## src/rtl/vga_sync_gen.sv

```systemverilog
// VGA timing generator: divides sys_clk to the pixel rate and produces
// registered x/y counters, visible-area flag, syncs and pixel/frame strobes.
module vga_sync_gen #(
    parameter int unsigned SCREEN_WIDTH = 10,
    parameter int unsigned CLK_DIV      = 4,
    parameter int unsigned H_DISPLAY    = 640,
    parameter int unsigned H_FRONT      = 16,
    parameter int unsigned H_SYNC       = 96,
    parameter int unsigned H_BACK       = 48,
    parameter int unsigned V_DISPLAY    = 480,
    parameter int unsigned V_FRONT      = 10,
    parameter int unsigned V_SYNC       = 2,
    parameter int unsigned V_BACK       = 33
) (
    input  logic                    sys_clk,
    input  logic                    sys_rst,
    output logic                    hsync,
    output logic                    vsync,
    output logic                    video_on,
    output logic                    p_tick,
    output logic                    frame_start,
    output logic [SCREEN_WIDTH-1:0] x,
    output logic [SCREEN_WIDTH-1:0] y
);

    localparam int unsigned H_TOTAL  = H_DISPLAY + H_FRONT + H_SYNC + H_BACK;
    localparam int unsigned V_TOTAL  = V_DISPLAY + V_FRONT + V_SYNC + V_BACK;
    localparam int unsigned HS_START = H_DISPLAY + H_FRONT;
    localparam int unsigned HS_END   = HS_START + H_SYNC;
    localparam int unsigned VS_START = V_DISPLAY + V_FRONT;
    localparam int unsigned VS_END   = VS_START + V_SYNC;
    localparam int unsigned DIV_W    = (CLK_DIV > 1) ? $clog2(CLK_DIV) : 1;

    logic [DIV_W-1:0]        div_cnt;
    logic [DIV_W-1:0]        div_nxt_c;
    logic                    adv_c;
    logic [SCREEN_WIDTH-1:0] h_nxt_c;
    logic [SCREEN_WIDTH-1:0] v_nxt_c;
    logic                    video_on_nxt_c;
    logic                    hsync_nxt_c;
    logic                    vsync_nxt_c;
    logic                    frame_start_nxt_c;

    // Next counter state; x/y are the counters themselves.
    always_comb begin
        adv_c     = (div_cnt == DIV_W'(CLK_DIV - 1));
        div_nxt_c = adv_c ? '0 : div_cnt + DIV_W'(1);
        h_nxt_c   = x;
        v_nxt_c   = y;
        if (adv_c) begin
            if (x == SCREEN_WIDTH'(H_TOTAL - 1)) begin
                h_nxt_c = '0;
                if (y == SCREEN_WIDTH'(V_TOTAL - 1)) begin
                    v_nxt_c = '0;
                end else begin
                    v_nxt_c = y + SCREEN_WIDTH'(1);
                end
            end else begin
                h_nxt_c = x + SCREEN_WIDTH'(1);
            end
        end
    end

    // Decodes from the next counter values so they register alongside x/y.
    always_comb begin
        video_on_nxt_c    = (h_nxt_c < SCREEN_WIDTH'(H_DISPLAY)) &&
                            (v_nxt_c < SCREEN_WIDTH'(V_DISPLAY));
        hsync_nxt_c       = !((h_nxt_c >= SCREEN_WIDTH'(HS_START)) &&
                              (h_nxt_c <  SCREEN_WIDTH'(HS_END)));
        vsync_nxt_c       = !((v_nxt_c >= SCREEN_WIDTH'(VS_START)) &&
                              (v_nxt_c <  SCREEN_WIDTH'(VS_END)));
        frame_start_nxt_c = adv_c && (h_nxt_c == '0) && (v_nxt_c == '0);
    end

    // Reset parks the counters on the last blanking pixel of the frame.
    always_ff @(posedge sys_clk) begin
        if (sys_rst) begin
            div_cnt     <= '0;
            x           <= SCREEN_WIDTH'(H_TOTAL - 1);
            y           <= SCREEN_WIDTH'(V_TOTAL - 1);
            video_on    <= 1'b0;
            hsync       <= 1'b1;
            vsync       <= 1'b1;
            p_tick      <= 1'b0;
            frame_start <= 1'b0;
        end else begin
            div_cnt     <= div_nxt_c;
            x           <= h_nxt_c;
            y           <= v_nxt_c;
            video_on    <= video_on_nxt_c;
            hsync       <= hsync_nxt_c;
            vsync       <= vsync_nxt_c;
            p_tick      <= adv_c;
            frame_start <= frame_start_nxt_c;
        end
    end

endmodule

```

## config.mk

```make
export PLATFORM = sky130hd
export DESIGN_NAME = vga_sync_gen
export DESIGN_NICKNAME = d
export VERILOG_FILES = /design/src/rtl/vga_sync_gen.sv
export SDC_FILE = /design/constraint.sdc
export NUM_CORES = 1
export LEC_CHECK = 0
export CORE_MARGIN = 4
export CORE_UTILIZATION = 55
export CTS_CLUSTER_DIAMETER = 40
export DETAILED_ROUTE_END_ITERATION = 12
export PLACE_DENSITY = 0.88
export SLEW_MARGIN = 0
export SYNTH_ARGS = -nofsm -noshare
export SYNTH_HDL_FRONTEND = slang
export SYNTH_SLANG_ARGS = --single-unit
```

## constraint.sdc

```tcl
create_clock -name sys_clk -period 5.6 [get_ports sys_clk]
set_clock_uncertainty 0.05 [all_clocks]
set_input_delay 1.12 -clock sys_clk [delete_from_list [all_inputs] [get_ports sys_clk]]
set_output_delay 1.12 -clock sys_clk [all_outputs]
set_load 0.005 [all_outputs]
```

* Yosys cells after proc, flatten, opt, wreduce, memory -nomap -nowiden
Index checks and enable logic that the tools add are counted.
** Storage, ports and cells
- Register bits after elaboration :: 27
- Latch bits :: 0
- Bits in writable memories :: 0
- Memory bits (read-only) :: 0
- Bits of input ports :: 2
- Output and inout bits :: 25
- Word-level logic and storage cells :: 35
- Memories kept :: 0
** Cells by class
- Add/sub/neg operators :: 3
- Multiply operators :: 0
- Divide/modulo/power cells :: 0
- $lt $le $gt $ge :: 6
- Equal/unequal tests :: 3
- Shifts and indexed selects :: 0
- Muxes and demuxes :: 5
- Bitwise logic cells :: 0
- Reduce and logical (&&, ||, !) cells :: 10
** Operators with widths (number)
- 10-bit 2-to-1 mux :: 5
- 10-bit by 1-bit adder with 10-bit output, second input constant :: 2
- 10-bit == test, second input constant :: 2
- 10-bit logical NOT :: 2
- 10-bit less-than comparator, second input constant :: 2
- 10-bit by 9-bit less-than comparator with 1-bit output, second input constant :: 2
- 10-bit >= comparator, second input constant :: 1
- 10-bit by 9-bit >= comparator with 1-bit output, second input constant :: 1
- 1-bit logical AND :: 5
- 2-bit by 1-bit adder with 2-bit output, second input constant :: 1
- 2-bit == test, second input constant :: 1
- 1-bit logical NOT :: 2
- 2-bit OR reduction :: 1

* Depth between registers and ports, before layout
Gate-level depths: netlist (run 1).
- Word-level depth :: 7
- Gate-level depth with buffers :: 9
- Mapped depth without buffers :: 8

* Least setup slack after synthesis (run 1)
Ideal clock, no wire load.
- Kind :: register -> register
- From :: register x[0]
- To :: register vsync
- Setup time :: 0.134 ns
- Arrival time :: 2.059 ns
- Setup slack :: 3.357 ns
- Stages on the path, launching flop included :: 9
- Buffers on the path :: 1
- Cell sequence :: dfxtp_1 > ha_1 > and2_1 > and3_4 > buf_6 > nand3_2 > xor2_1 > nor4_2 > or4b_1
** On the way
- Cells in the longest elaborated chain, start to end :: 6
- Elaborated cells between the ends (all ways) :: 7
- Classes of those cells :: order compare (2); eq/ne (1); mux (2); reduce/logical (2)
** Ends and longest elaborated chain
- from (decl) :: line 22 : output logic [SCREEN_WIDTH-1:0] x,
- from (signal assigned) :: line 79 : x <= SCREEN_WIDTH'(H_TOTAL - 1);
- from (signal assigned) :: line 88 : x <= h_nxt_c;
- 10-bit == test (*) :: line 51 : if (x == SCREEN_WIDTH'(H_TOTAL - 1)) begin
- 10-bit 2-to-1 mux (*) :: line 51
- 10-bit 2-to-1 mux (*) :: line 50 : if (adv_c) begin
- 10-bit by 9-bit >= comparator with 1-bit output / 10-bit by 9-bit less-than comparator with 1-bit output (equally long branches) :: line 70, 71
- 1-bit logical AND (*) :: line 70 : vsync_nxt_c = !((v_nxt_c >= SCREEN_WIDTH'(VS_START)) &&
- 1-bit logical NOT (*) :: line 70
- to (signal assigned) :: line 92 : vsync <= vsync_nxt_c;
- to (decl) :: line 18 : output logic vsync,
Mark *: on every way between the ends. The rest lies on a longest branch, timed or not.
A chain may end at the register's enable or synchronous reset.

* Worst setup path after layout (run 1)
- From :: register x[3]
- To :: output x[3]
No word-level cell between the ends.

==> results.toml, run 1 <==
[run_status]
status = "complete, no violations"

[logic_synthesis]
ys_seq_elements = 27
synth-edff-count = 0
synth-async-reset-ratio_pct = 0
yosysWarnings = 0
ys_types = 44
synth_area_mm2 = 0.00141
syn_inst = 161
synth_fp_nets = 167
synthFlopType = "dfxtp_1"
synth.avg_cell_area_um2 = 8.76
ys_seq_area_share_pct = 38.3

[drt]
drcViolationCount = 0
ant_nets = 0
num_vias = 1295
initialDrtViolationCount = 58
viasPerCell = 6.08
wire_per_inst_um = 14.8
detail_route.first_pass.iterations = 4
drt_wl_total_mm = 3.15

[sta]
setup-tns-final_ns = 0
slew_viol_final = 0
post-route-period-util_pct = 48.0
fmax_ghz = 0.372
hold_viol_final = 0
worstMarginPinSlew_ns = 0.573
layout_min_cycle_time_ns = 2.69
rsz0062_at_grt = "no"
slew_headroom_pct = 61.7
setup_viol = 0
fin_hold_ws_ns = 0.385

[global_routing]
grt_usage_pct = 20.8
gr-total-overflow = 0
grt_pass1_vias = 1248
grt_first_pass_wirelength_mm = 5.55
antenna_found_initial = 0
grt_max_degree = 17

[placement]
gp_congestion = 0.872
port_buffers = 26
dp_hpwl_mm = 2.38

[floorplanning]
rows = 18
dieArea_mm2 = 0.00344
initial_utilization_pct = 57.4
fp.dieH_um = 58.6
fp.dieW_um = 58.6
coreArea_mm2 = 0.00245
boundaryPins = 27

[pwr]
powerDensity_mw_per_mm2 = 225
ir_worst_vdd_v = 0.000186
p_leak_uw = 0.000605

[clocking]
cts_setup_buffers = 0
cts_made_buffers = 3
clk_latency_ns = 0.33
cts-resized-gates = 0
cts-root-buf = "clkbuf_4"
cts_max_path_buffers = 2
cts.sinks = 27
postCtsHoldBufs = 0
cts_tree = "yes"
path_clk_slew_ns = 0.14
cts_max_level = 1

[critical_path]
required_ns = 4.43
worstPathMaxFanout = 13
crit_type = "register to primary output"
crit_slowest_cell = "dfxtp_1"
cp_top_family = "flip-flops"
crit_chain = "clkdlybuf4s50_1"
cp-end-kind = "primary output"
cp_num_buf_inv = 1
worst_setup_path_start_kind = "register"
slowest_delay_ns = 0.61
crit_arrival_ns = 1.52

[job]
drv_cap = 0

[layout]
diodes = 0
final_common_cell = "dfxtp_1"
nNetsFinal = 190
syn2layout_area_growth_pct = 19.8
layout_common_cells = "27 x dfxtp_1, 26 x clkdlybuf4s50_1, 16 x nor2_1"
final_core_util_pct = 68.8
drive_gt1_share_pct = 6.01
nFillCells = 200

[min_path]
hp-class = "register to register"
## stage by stage
| stage | area (um^2) | power (uW) | setup slack [ns] | std cells |
|---|---|---|---|---|
| 5_1_grt | 1690 | 401 | 2.80 | 213 |
| 3_5_place_dp | 1660 | 296 | 2.64 | 209 |
| 6_report | 1690 | 380 | 2.91 | 213 |
| 2_1_floorplan | 1410 | 272 | 3.36 | 161 |
| 3_3_place_gp | 1660 | 294 | 2.70 | 209 |
| 4_1_cts | 1690 | 382 | 2.90 | 213 |
## final cells by class
class	instances	area [um^2]	share of cell area [%]
clock inverter	1	7.51	0.444
clock buffer	3	22.5	1.33
sequential	27	541	32.0
inverter	6	22.5	1.33
timing repair buffer	26	260	15.4
multi-input combinational	120	798	47.3
tap	30	37.5	2.22
## Yosys cell counts, drive strengths merged (3+ instances only)
| library cell | n | area share (%) |
|---|---|---|
| xnor2 | 4 | 2.5 |
| clkbuf | 5 | 1.3 |
| dfxtp | 27 | 38 |
| nand3 | 7 | 3.2 |
| buf | 3 | 2.1 |
| nor2 | 16 | 4.3 |
| inv | 5 | 1.3 |
| ha | 4 | 3.5 |
| nand2 | 13 | 3.5 |
| nor3 | 4 | 1.4 |
| a21oi | 8 | 2.8 |
| xor2 | 8 | 5.0 |
| nor4 | 3 | 1.8 |
| o211ai | 3 | 1.6 |
| o21ai | 7 | 2.5 |
| and4 | 5 | 3.1 |
| nand4 | 8 | 3.5 |
| and3 | 6 | 3.0 |
## kinds of logic after synthesis
kind of cell | Yosys count | synth area share (%)
and+or+nand+nor | 75 | 31.9
AOI/OAI and AO/OA | 28 | 13.0
DFF | 27 | 38.3
buffers and inverters | 14 | 5.06
xor gates and xnor gates | 12 | 7.45
adders and majority gates | 4 | 3.55
muxes | 1 | 0.710
## state kept, by name (all words and copies together), names as in the netlist
name         count
div_cnt          2
frame_start      1
hsync            1
p_tick           1
video_on         1
vsync            1
x               10
y               10
## worst reg2reg max path, stage by stage, from the launching register on
cell and delay, ns:
dfxtp_1 0.36, ha_1 0.35, and4b_1 0.33, and3_4 0.28, nand3_1 0.11, xor2_1 0.19, nor4_2 0.30, or4b_1 0.45
## report_power, final
part | switching, uW | internal, uW
Combinational | 39.0 | 38.6
Sequential | 14.2 | 201
Clock | 59.7 | 27.4
## path summary, 6_finish.rpt
path / start / slack (ns) / depth (start not counted) / endpoint
max: x[3]$_SDFF_PP1_ / 2.91 / 1 / x[3]
min: div_cnt[0]$_SDFF_PP0_ / 0.39 / 1 / div_cnt[0]$_SDFF_PP0_
max reg2reg: div_cnt[0]$_SDFF_PP0_ / 3.09 / 7 / vsync$_SDFF_PP1_
min reg2reg: div_cnt[0]$_SDFF_PP0_ / 0.39 / 1 / div_cnt[0]$_SDFF_PP0_
## per-layer routing
metal  routed length (um)  track usage [%]
met5                    0                0
met4                  108             10.7
met3                  152             2.85
met2                 1540             36.0
met1                 1350             24.9
No activity file was read; power rests on OpenSTA's default activity.
==> run 2: changes to the inputs <==
CORE_UTILIZATION = 46   (was 55)
PLACE_DENSITY = 0.79   (was 0.88)
clock period = 2.3 ns   (was 5.6 ns; I/O delays follow)
==> results.toml, run 2 (synthesis results as in run 1) <==
[layout]
layout_common_cells = "26 x clkdlybuf4s50_1, 25 x dfxtp_1, 18 x buf_4"
diodes = 0
reg_top3 = "x x10, y x10, div_cnt x2"
final_core_util_pct = 65.2
nNetsFinal = 209
nFillCells = 250
syn2layout_area_growth_pct = 31.9
final_common_cell = "clkdlybuf4s50_1"
multi_input_area_um2 = 830
drive_gt1_share_pct = 18.8
ff_latch_area_um2 = 543

[global_routing]
grt_usage_pct = 19.0
grt_max_degree = 17
gr-total-overflow = 0
grt_first_pass_wirelength_mm = 6.13
grt_pass1_vias = 1384
antenna_found_initial = 0

[drt]
viasPerCell = 5.89
drcViolationCount = 0
initialDrtViolationCount = 127
wire_per_inst_um = 15.9
detail_route.first_pass.iterations = 4
drt_wl_total_mm = 3.71
num_vias = 1373
ant_nets = 0

[clocking]
cts_tree = "yes"
path_clk_slew_ns = 0.15
clk_latency_ns = 0.33
cts_max_level = 1
cts_made_buffers = 3
cts.sinks = 27
postCtsHoldBufs = 0
cts_max_path_buffers = 2
cts-root-buf = "clkbuf_4"

[critical_path]
crit_slowest_cell = "or4b_1"
worst_setup_path_start_kind = "register"
crit_arrival_ns = 2.44
slowest_delay_ns = 0.46
worstPathMaxFanout = 5
crit_type = "register to register"
required_ns = 2.48
crit_chain = "ha_1 -> and4b_2 -> and3_4 -> nand4_1 -> xor2_1 -> nor4_2 -> or4b_1"
cp-end-kind = "register"

[run_status]
status = "complete, no violations"

[sta]
layout_min_cycle_time_ns = 2.26
fin_hold_ws_ns = 0.364
slew_headroom_pct = 74.9
setup_viol = 0
worstMarginPinSlew_ns = 0.371
hold_viol_final = 0
rsz0062_at_grt = "yes"
slew_viol_final = 0
post-route-period-util_pct = 98.4
fmax_ghz = 0.442

[floorplanning]
fp.dieH_um = 63.4
rows = 19
initial_utilization_pct = 49.4
coreArea_mm2 = 0.00285
dieArea_mm2 = 0.00402
fp.dieW_um = 63.4
boundaryPins = 27

[pwr]
powerDensity_mw_per_mm2 = 530
ir_worst_vdd_v = 0.000342
p_leak_uw = 0.000701

[job]
drv_cap = 0

[placement]
dp_hpwl_mm = 2.75
port_buffers = 26
gp_congestion = 0.904

[min_path]
hp-class = "register to register"
run 2: cell type report:
| cell class | count | share of cell area, % |
|---|---|---|
| Inverter | 6 | 1.21 |
| Multi-Input combinational cell | 121 | 44.6 |
| Clock inverter | 1 | 0.404 |
| Clock buffer | 3 | 1.21 |
| Sequential cell | 27 | 29.2 |
| Tap cell | 31 | 2.09 |
| Timing Repair Buffer | 44 | 21.3 |
run 2: final timing paths:
check	startpoint	to	slack, ns	cells after the start
worst max-delay path	div_cnt[0]$_SDFF_PP0_	vsync$_SDFF_PP1_	0.04	7
worst min-delay path	div_cnt[0]$_SDFF_PP0_	div_cnt[0]$_SDFF_PP0_	0.36	1
worst max register to register	div_cnt[0]$_SDFF_PP0_	vsync$_SDFF_PP1_	0.04	7
worst min register to register	div_cnt[0]$_SDFF_PP0_	div_cnt[0]$_SDFF_PP0_	0.36	1
run 2: per-stage QoR:
step | setup TNS [ns] | cells | power, uW | cell area [um^2] | setup slack (ns)
after floorplan | 0 | 161 | 663 | 1410 | 0.0570
after global placement | 0 | 226 | 753 | 1780 | 0.100
after detailed placement | 0 | 226 | 763 | 1780 | 0.00401
after CTS | 0 | 230 | 972 | 1810 | 0.0317
after global routing | -0.0330 | 233 | 1030 | 1860 | -0.0330
final | 0 | 233 | 986 | 1860 | 0.0360
run 2: where the power goes:
| group | total (uW) | switching [uW] | internal (uW) | leakage (uW) |
|---|---|---|---|---|
| combinational | 264 | 131 | 133 | 0.000469 |
| sequential | 509 | 18.3 | 490 | 0.000219 |
| clock | 214 | 147 | 66.7 | 0.0000139 |
| total | 986 | 296 | 690 | 0.000701 |
run 2: routing by layer:
metal  track usage, %  vias to the layer above  part of all wire, %
met5                0                        -                    0
met4             7.01                        0                  1.3
met3             4.09                        6                  6.7
met2             34.0                       61                   50
met1             21.9                      637                   42
li1                 -                      669                    -
run 2: what timing repair did:
action	CTS	global route
gates cloned	0	1
pin swaps	0	2
buffers inserted	0	2
endpoints found under the setup margin	2	2
gates resized for setup	1	7
run 2: worst max-delay path, delay by kind of cell, from the launching register on:
family                   cells  cell delay (ns)
XOR/XNOR                     1             0.20
AND/OR/NAND/NOR              5             1.39
flip-flops                   1             0.36
adder cells (fa/ha/maj)      1             0.17
==> run 3: changes to the inputs <==
==> constraint.sdc (replaced) <==
create_clock -name sys_clk -period 2.3 [get_ports sys_clk]
set_clock_uncertainty 0.05 [all_clocks]
set_input_delay 0.23 -clock sys_clk [delete_from_list [all_inputs] [get_ports sys_clk]]
set_output_delay 0.23 -clock sys_clk [all_outputs]
set_load 0.005 [all_outputs]
==> results.toml, run 3 (synthesis results as in run 1) <==
[drt]
ant_nets = 0
dr_wl_met2_mm = 1.71
initialDrtViolationCount = 97
detail_route.first_pass.iterations = 5
viasPerCell = 5.76
met1Wirelength_mm = 1.54
wire_per_inst_um = 15.4
drt_wl_total_mm = 3.53
num_vias = 1325
maxUsedRoutingLayer = "met4"
route.met3.wl_um = 205
drcViolationCount = 0

[sta]
layout_min_cycle_time_ns = 2.21
hold_viol_final = 0
setup_viol = 0
fin_hold_ws_ns = 0.391
post-route-period-util_pct = 96.1
worst_slack_ns = 0.0903
rsz0062_at_grt = "yes"
fmax_ghz = 0.453
worstMarginPinSlew_ns = 0.380
slew_headroom_pct = 74.5
slew_viol_final = 0

[clocking]
clk_latency_ns = 0.34
cts_tree = "yes"
cts_max_path_buffers = 2
path_clk_slew_ns = 0.15
cts_made_buffers = 3
cts.sinks = 27
cts_max_level = 1
postCtsHoldBufs = 0
cts-root-buf = "clkbuf_4"

[job]
drv_cap = 0

[critical_path]
r2r_cells = 7
crit_chain = "ha_1 -> and4b_2 -> and3_4 -> nand3_1 -> xor2_1 -> nor4_2 -> or4b_1"
crit_type = "register to register"
worst_setup_path_start_kind = "register"
worstReg2RegEnd = "vsync$_SDFF_PP1_"
r2r_slack_ns = 0.09
crit_arrival_ns = 2.40
cp_num_buf_inv = 0
cp-end-kind = "register"
required_ns = 2.49
slowest_delay_ns = 0.45
crit_slowest_cell = "or4b_1"
worstPathMaxFanout = 10
r2r_start = "div_cnt[0]$_SDFF_PP0_"
cp_top_family = "simple AND/OR/NAND/NOR gates"

[placement]
gp_congestion = 0.925
port_buffers = 26
dp_hpwl_mm = 2.65
dp_cells = 224
place_ws_ns = 0.0439
placed_cell_area_mm2 = 0.00177

[global_routing]
grt_max_degree = 17
gr-total-overflow = 0
grt_first_pass_wirelength_mm = 6.00
grt_pass1_vias = 1318
antenna_found_initial = 0
grt_usage_pct = 18.7

[floorplanning]
initial_utilization_pct = 49.4
coreArea_mm2 = 0.00285
fp.dieW_um = 63.4
rows = 19
dieArea_mm2 = 0.00402
boundaryPins = 27
fp.dieH_um = 63.4

[min_path]
holdPathStages = 1
hp-class = "register to register"
min_from = "div_cnt[0]$_SDFF_PP0_"
min_to = "div_cnt[0]$_SDFF_PP0_"

[layout]
reg_top3 = "x x10, y x10, div_cnt x2"
nNetsFinal = 206
layout_common_cells = "26 x dfxtp_1, 26 x clkdlybuf4s50_1, 16 x nor2_1, 16 x buf_4, 13 x nand2_1"
final_core_util_pct = 64.0
layout.cells.non_filler = 230
diodes = 0
nFillCells = 251
fin_area_mm2 = 0.00183
syn2layout_area_growth_pct = 29.5
drive_gt1_share_pct = 16.1

[run_status]
status = "complete, no violations"

[pwr]
ir_worst_vdd_v = 0.000276
powerDensity_mw_per_mm2 = 536
p_leak_uw = 0.000683
run 3: cell count changes in the layout (fill, tap and decap cells not counted), sizes merged:
| cell | previous run | this run |
|---|---|---|
| buf | 18 | 16 |
| and3 | 7 | 6 |
run 3: final cells by class:
cell class / count / area (um^2) / area share, %
clock inverter: 1 / 7.51 / 0.411
tap: 31 / 38.8 / 2.12
inverter: 6 / 22.5 / 1.23
clock buffer: 3 / 22.5 / 1.23
sequential: 27 / 542 / 29.7
multi-input combinational: 120 / 813 / 44.5
timing repair buffer: 42 / 380 / 20.8
run 3: how the worst max path moves through the flow:
stage | end | slack, ns | from | depth (start not counted)
final | vsync$_SDFF_PP1_ | 0.09 | div_cnt[0]$_SDFF_PP0_ | 7
after global routing | vsync$_SDFF_PP1_ | -0.06 | y[1]$_SDFF_PP0_ | 8
after CTS | vsync$_SDFF_PP1_ | 0.02 | y[5]$_SDFF_PP0_ | 6
after detailed placement | vsync$_SDFF_PP1_ | 0.04 | y[5]$_SDFF_PP0_ | 6
after global placement | vsync$_SDFF_PP1_ | 0.12 | y[5]$_SDFF_PP0_ | 6
after floorplan | vsync$_SDFF_PP1_ | 0.06 | x[0]$_SDFF_PP1_ | 8
run 3: worst reg2reg max path, cell delays in order, from the launching register on:
cell and delay [ns]:
dfxtp_1 0.36, ha_1 0.16, and4b_2 0.27, and3_4 0.26, nand3_1 0.09, xor2_1 0.18, nor4_2 0.29, or4b_1 0.45
run 3: stage by stage:
stage,power [uW],TNS (ns)
finish,978,0
global route,1030,-0.0560
CTS,973,0
detailed placement,757,0
global placement,750,0
floorplan,663,0
run 3: metal layers:
layer | track usage [%] | up-vias
li1 | - | 657
met1 | 22.4 | 609
met2 | 31.4 | 50
met3 | 4.26 | 9
met4 | 8.89 | 0
met5 | 0 | -
run 3: what timing repair did:
| item | 4_1_cts | 5_1_grt |
|---|---|---|
| setup buffers | 0 | 2 |
| setup endpoints to repair | 0 | 2 |
| resized for setup | 0 | 5 |
run 3: power by group:
group          internal, uW  switching [uW]  leakage [uW]
logic                   129             126      0.000450
registers               490            16.8      0.000219
clock network          66.9             150     0.0000139
total                   686             293      0.000683
